--- src/rtl/mul_hilo_ctrl.sv ---
// mul_hilo_ctrl: sequencer around a combinational 32x32 Booth multiplier array.
// Latches operands on start, lets the array settle for SETTLE_CYCLES, then
// captures the 64-bit product into HI/LO. Also serves mthi/mtlo writes and
// stalls mfhi/mflo while a multiply is in flight.
// Optional build macro: MUL_ZERO_BYPASS_EN (a zero operand completes at once).
module mul_hilo_ctrl #(
  parameter int          SETTLE_CYCLES = 4,
  parameter logic [31:0] HILO_INIT     = 32'h0
) (
  input  logic        clock,
  input  logic        clear_n,
  input  logic        start,
  input  logic [31:0] multiplicand_in,
  input  logic [31:0] multiplier_in,
  input  logic        abort,
  input  logic        wr_hi,
  input  logic        wr_lo,
  input  logic [31:0] wr_data,
  input  logic        rd_hi,
  input  logic        rd_lo,
  input  logic [63:0] product_in,
  output logic [31:0] mcand_out,
  output logic [31:0] mplier_out,
  output logic [31:0] hi_out,
  output logic [31:0] lo_out,
  output logic        busy,
  output logic        done,
  output logic        stall
);

  localparam int CNT_W = $clog2(SETTLE_CYCLES + 1);
  localparam logic [CNT_W-1:0] CNT_LOAD = CNT_W'(SETTLE_CYCLES - 1);

`ifdef MUL_ZERO_BYPASS_EN
  localparam bit ZERO_BYPASS = 1'b1;
`else
  localparam bit ZERO_BYPASS = 1'b0;
`endif

  typedef enum logic [1:0] {
    IDLE = 2'd0,
    WAIT = 2'd1,
    DONE = 2'd2
  } state_t;

  state_t            state_q, state_d;
  logic [CNT_W-1:0]  cnt_q, cnt_d;
  logic [31:0]       mcand_q, mcand_d;
  logic [31:0]       mplier_q, mplier_d;
  logic [31:0]       hi_q, hi_d;
  logic [31:0]       lo_q, lo_d;
  logic              zero_op;

  assign zero_op = (multiplicand_in == 32'h0) || (multiplier_in == 32'h0);

  // Next-state, counter, operand and HI/LO update logic.
  always_comb begin
    state_d  = state_q;
    cnt_d    = cnt_q;
    mcand_d  = mcand_q;
    mplier_d = mplier_q;
    hi_d     = hi_q;
    lo_d     = lo_q;
    case (state_q)
      // IDLE and DONE accept writes and new operations; DONE with start
      // launches straight into the next op without passing through IDLE.
      IDLE, DONE: begin
        state_d = IDLE;
        if (wr_hi) hi_d = wr_data;
        if (wr_lo) lo_d = wr_data;
        if (start) begin
          mcand_d  = multiplicand_in;
          mplier_d = multiplier_in;
          if (ZERO_BYPASS && zero_op) begin
            hi_d    = 32'h0;
            lo_d    = 32'h0;
            cnt_d   = '0;
            state_d = DONE;
          end else begin
            cnt_d   = CNT_LOAD;
            state_d = WAIT;
          end
        end
      end
      // WAIT ignores start and writes; abort takes priority over capture.
      WAIT: begin
        if (abort) begin
          cnt_d   = '0;
          state_d = IDLE;
        end else if (cnt_q == '0) begin
          hi_d    = product_in[63:32];
          lo_d    = product_in[31:0];
          state_d = DONE;
        end else begin
          cnt_d = cnt_q - 1'b1;
        end
      end
      default: begin
        cnt_d   = '0;
        state_d = IDLE;
      end
    endcase
  end

  // State, counter, operand and HI/LO registers with synchronous active-low clear.
  always_ff @(posedge clock) begin
    if (!clear_n) begin
      state_q  <= IDLE;
      cnt_q    <= '0;
      mcand_q  <= 32'h0;
      mplier_q <= 32'h0;
      hi_q     <= HILO_INIT;
      lo_q     <= HILO_INIT;
    end else begin
      state_q  <= state_d;
      cnt_q    <= cnt_d;
      mcand_q  <= mcand_d;
      mplier_q <= mplier_d;
      hi_q     <= hi_d;
      lo_q     <= lo_d;
    end
  end

  assign mcand_out  = mcand_q;
  assign mplier_out = mplier_q;
  assign hi_out     = hi_q;
  assign lo_out     = lo_q;
  assign busy       = (state_q == WAIT);
  assign done       = (state_q == DONE);
  assign stall      = busy & (rd_hi | rd_lo);

endmodule
--- config.mk ---
export PLATFORM = sky130hd
export DESIGN_NAME = mul_hilo_ctrl
export DESIGN_NICKNAME = d
export VERILOG_FILES = /design/src/rtl/mul_hilo_ctrl.sv
export SDC_FILE = /design/constraint.sdc
export NUM_CORES = 1
export LEC_CHECK = 0
export CAP_MARGIN = 20
export CORE_MARGIN = 1.5
export CORE_UTILIZATION = 38
export CTS_CLUSTER_DIAMETER = 80
export CTS_CLUSTER_SIZE = 12
export DETAILED_ROUTE_END_ITERATION = 16
export PLACE_DENSITY = 0.78
export REMOVE_ABC_BUFFERS = 1
export SLEW_MARGIN = 20
export SYNTH_ARGS = -nofsm -noshare
export SYNTH_HDL_FRONTEND = slang
export SYNTH_SLANG_ARGS = --single-unit
--- constraint.sdc ---
create_clock -name clock -period 1.8 [get_ports clock]
set_input_delay 0.36 -clock clock [delete_from_list [all_inputs] [get_ports clock]]
set_output_delay 0.36 -clock clock [all_outputs]
set_load 0.02 [all_outputs]
==> metrics.txt <==
dpl hpwl=approximately 13 mm; NetSw=approximately 2300 uW; Rows=42; CTS clk-pin slew, worst paths=about 50 ps; port buffer count=around 300; hold slack=between 400 and 500 ps; register area share after synthesis=about half; pin count of the biggest net entering global routing=70; Setup Skew=around 8.4 ps; die height=between 100 and 150 um; Hold Path Depth=2; slew of the pin with the lowest slew margin=roughly 470 ps; Critical Path RT=~1400 ps; Crit Path Class=register to output port; status=completed; Peak VDD IR=between 0.8 and 0.9 mV; final setup fails=0; yosys warns=0; crit path cell chain=clkdlybuf4s50_1; post-route cell area=roughly 9100 um2; Max Slew Vio Count=0; Root Buffer=clkbuf_16; synth cell count leaders=dfxtp_1 (133), a21oi_1 (130), nand2_1 (128), mux2i_1 (65), o21ai_1 (37); min Tclk post-route=around 1800 ps; H-tree depth=4; final wirelength=~18 mm; static leakage=~0.0035 uW; ys flop type=dfxtp_1; CP bufs+invs=1; core area=approximately 13000 um2; DR WL/cell=roughly 16 um; CTS Buffer Depth=2; Seq pwr share=38.3%; Yosys top cell area share=about half; max incr delay on CP=between 600 and 700 ps; Starting DRT DRC Count=approximately 270; vias in the first global route=5142; antenna violations before repair=0; total track usage=a little under a quarter; Num Clock Sinks=133; final hold violations=0; critical path peak fanout=2; dpl cells=~1000; cell family with most CP delay=buffers and inverters; CP Capture Type=output port; syn_area_per_cell=roughly 8.7 um2; Pwr Total=~8600 uW; # IOs=299; top-count cell post-synth=dfxtp_1; Synth Register Bits=133; gr ovfl total=0; Num CTS Buffers=17; combinational power share=22.5%; Mapped Area=~5300 um2; Die Span X=about 120 um; Clk Latency, worst-skew pair=approximately 410 ps; vias post-DR=5353; fillers=about 1100; final period utilization=between 90 and 100%; leading post-synthesis cells by cell area=dfxtp_1 (51%), a21oi_1 (12%), mux2i_1 (12%); Initial Util=39.4%; remaining antenna violation count=0; critical path launch point type=register; synthesized instance count=between 600 and 700; DR pass1 iterations=5; CP max stage cell=clkdlybuf4s50_1; r2r setup slk=~80 ps; CTS tree=yes; dominant cell type by area after synthesis=dfxtp_1; FFs w/ async S/R, synth=0%; WP data arrival=~1400 ps; Antenna Cells=0; Power per Cell Area=947 nW/um2; Nets=between 1000 and 1500; fin cells=approximately 1100; fmax=approximately 0.56 GHz; Pint=approximately 6300 uW; Max-Cap Viols=0; Clk pwr share=between 30% and 40%; Sw Ratio=between 20% and 30%; EDFF count, synth=0; Distinct cells, synth=26; DRC=0; die area=about 15000 um2; reg2reg path depth=6; dpl cell area=between 8000 and 9000 um2; max_slew headroom=between 60% and 70%; share of layout cells above drive strength 1=6.84%; area grow syn2layout=73.1%; Vias/cell=slightly below 5; RePlAce Congestion=0.798; first-pass GRT wire length=26.3 mm; Hold Crit Class=register to register; critical path depth=1
placed cells by master, fill, tap and decap left out, drive strengths merged, types with 2 or more instances in the layout:
cell,netlist,final
bufinv,0,2
nor2,6,6
nor2b,5,5
o22ai,2,2
mux2i,65,65
buf,31,26
ha,2,2
nand2,128,128
nor4b,2,2
nand2b,2,2
o21ai,65,65
dlygate4sd2,0,2
dfxtp,133,133
dlymetal6s2s,0,2
clkinv,1,4
clkbuf,19,25
clkinvlp,0,2
a21oi,130,130
inv,4,5
clkdlybuf4s50,0,292
power by group through the flow:
stage / clock [uW] / sequential (uW) / combinational (uW)
after global placement: 0 / 3350 / 1890
final: 3380 / 3300 / 1940
after CTS: 3440 / 3300 / 1920
after global routing: 3550 / 3330 / 2070
after detailed placement: 0 / 3360 / 1910
after floorplan: 0 / 3640 / 562
path summary, 6_finish.rpt:
path	to	from
hold / removal	mplier_out[13]	mplier_out[13]
hold reg to reg	mplier_out[13]	mplier_out[13]
setup reg to reg	hi_out[5]	state_q[1]
setup / recovery	hi_out[18]	hi_out[18]
per-layer routing:
layer / share of wire [%] / vias to the layer above / track usage, %
met5: 0 / - / 0
met4: 1.5 / 0 / 7.87
met3: 11 / 24 / 11.6
met2: 49 / 217 / 39.6
met1: 38 / 2464 / 25.2
li1: - / 2648 / -
cell families (layout without fill, tap and decap cells):
group / after synthesis / in the layout / synth area share [%]
compound gates: 201 / 201 / 20.0
simple gates: 146 / 146 / 11.1
flops: 133 / 133 / 50.6
mux: 65 / 65 / 12.4
buf+inv: 55 / 360 / 5.40
fa+ha+maj: 2 / 2 / 0.476
stage by stage:
| stage | util [%] | worst slack (ps) | TNS (ps) |
|---|---|---|---|
| after floorplan | - | -4020 | -335980 |
| after detailed placement | 63.4 | -139 | -5790 |
| after global placement | 63.4 | -87.4 | -3700 |
| final | 68.2 | 29.8 | 0 |
| after CTS | 67.7 | 9.74 | 0 |
| after global routing | 68.2 | -4.67 | -4.70 |
registers in the layout, summed over array words and instances, names as in the netlist:
| name | flops |
|---|---|
| mplier_out | 32 |
| mcand_out | 32 |
| lo_out | 32 |
| hi_out | 32 |
| cnt_q | 3 |
| state_q | 2 |
area by class of cell:
cell class	count	area [um2]	area share (%)
inverters	5	18.8	0.206
multi-input cells	414	2330	25.6
well taps	176	220	2.42
clock buffers	24	482	5.29
flip-flops and latches	133	2660	29.3
repair buffers	323	3290	36.2
clock inverters	8	98.8	1.09
timing repair:
item                       in CTS  in global routing
gates resized for setup         5                  6
hold buffers                    0                  0
setup endpoints to repair       3                 34
cloned                          0                  1
buffers inserted                0                  4
pin swaps                       0                  1
Power figures use the tool's default switching activity.
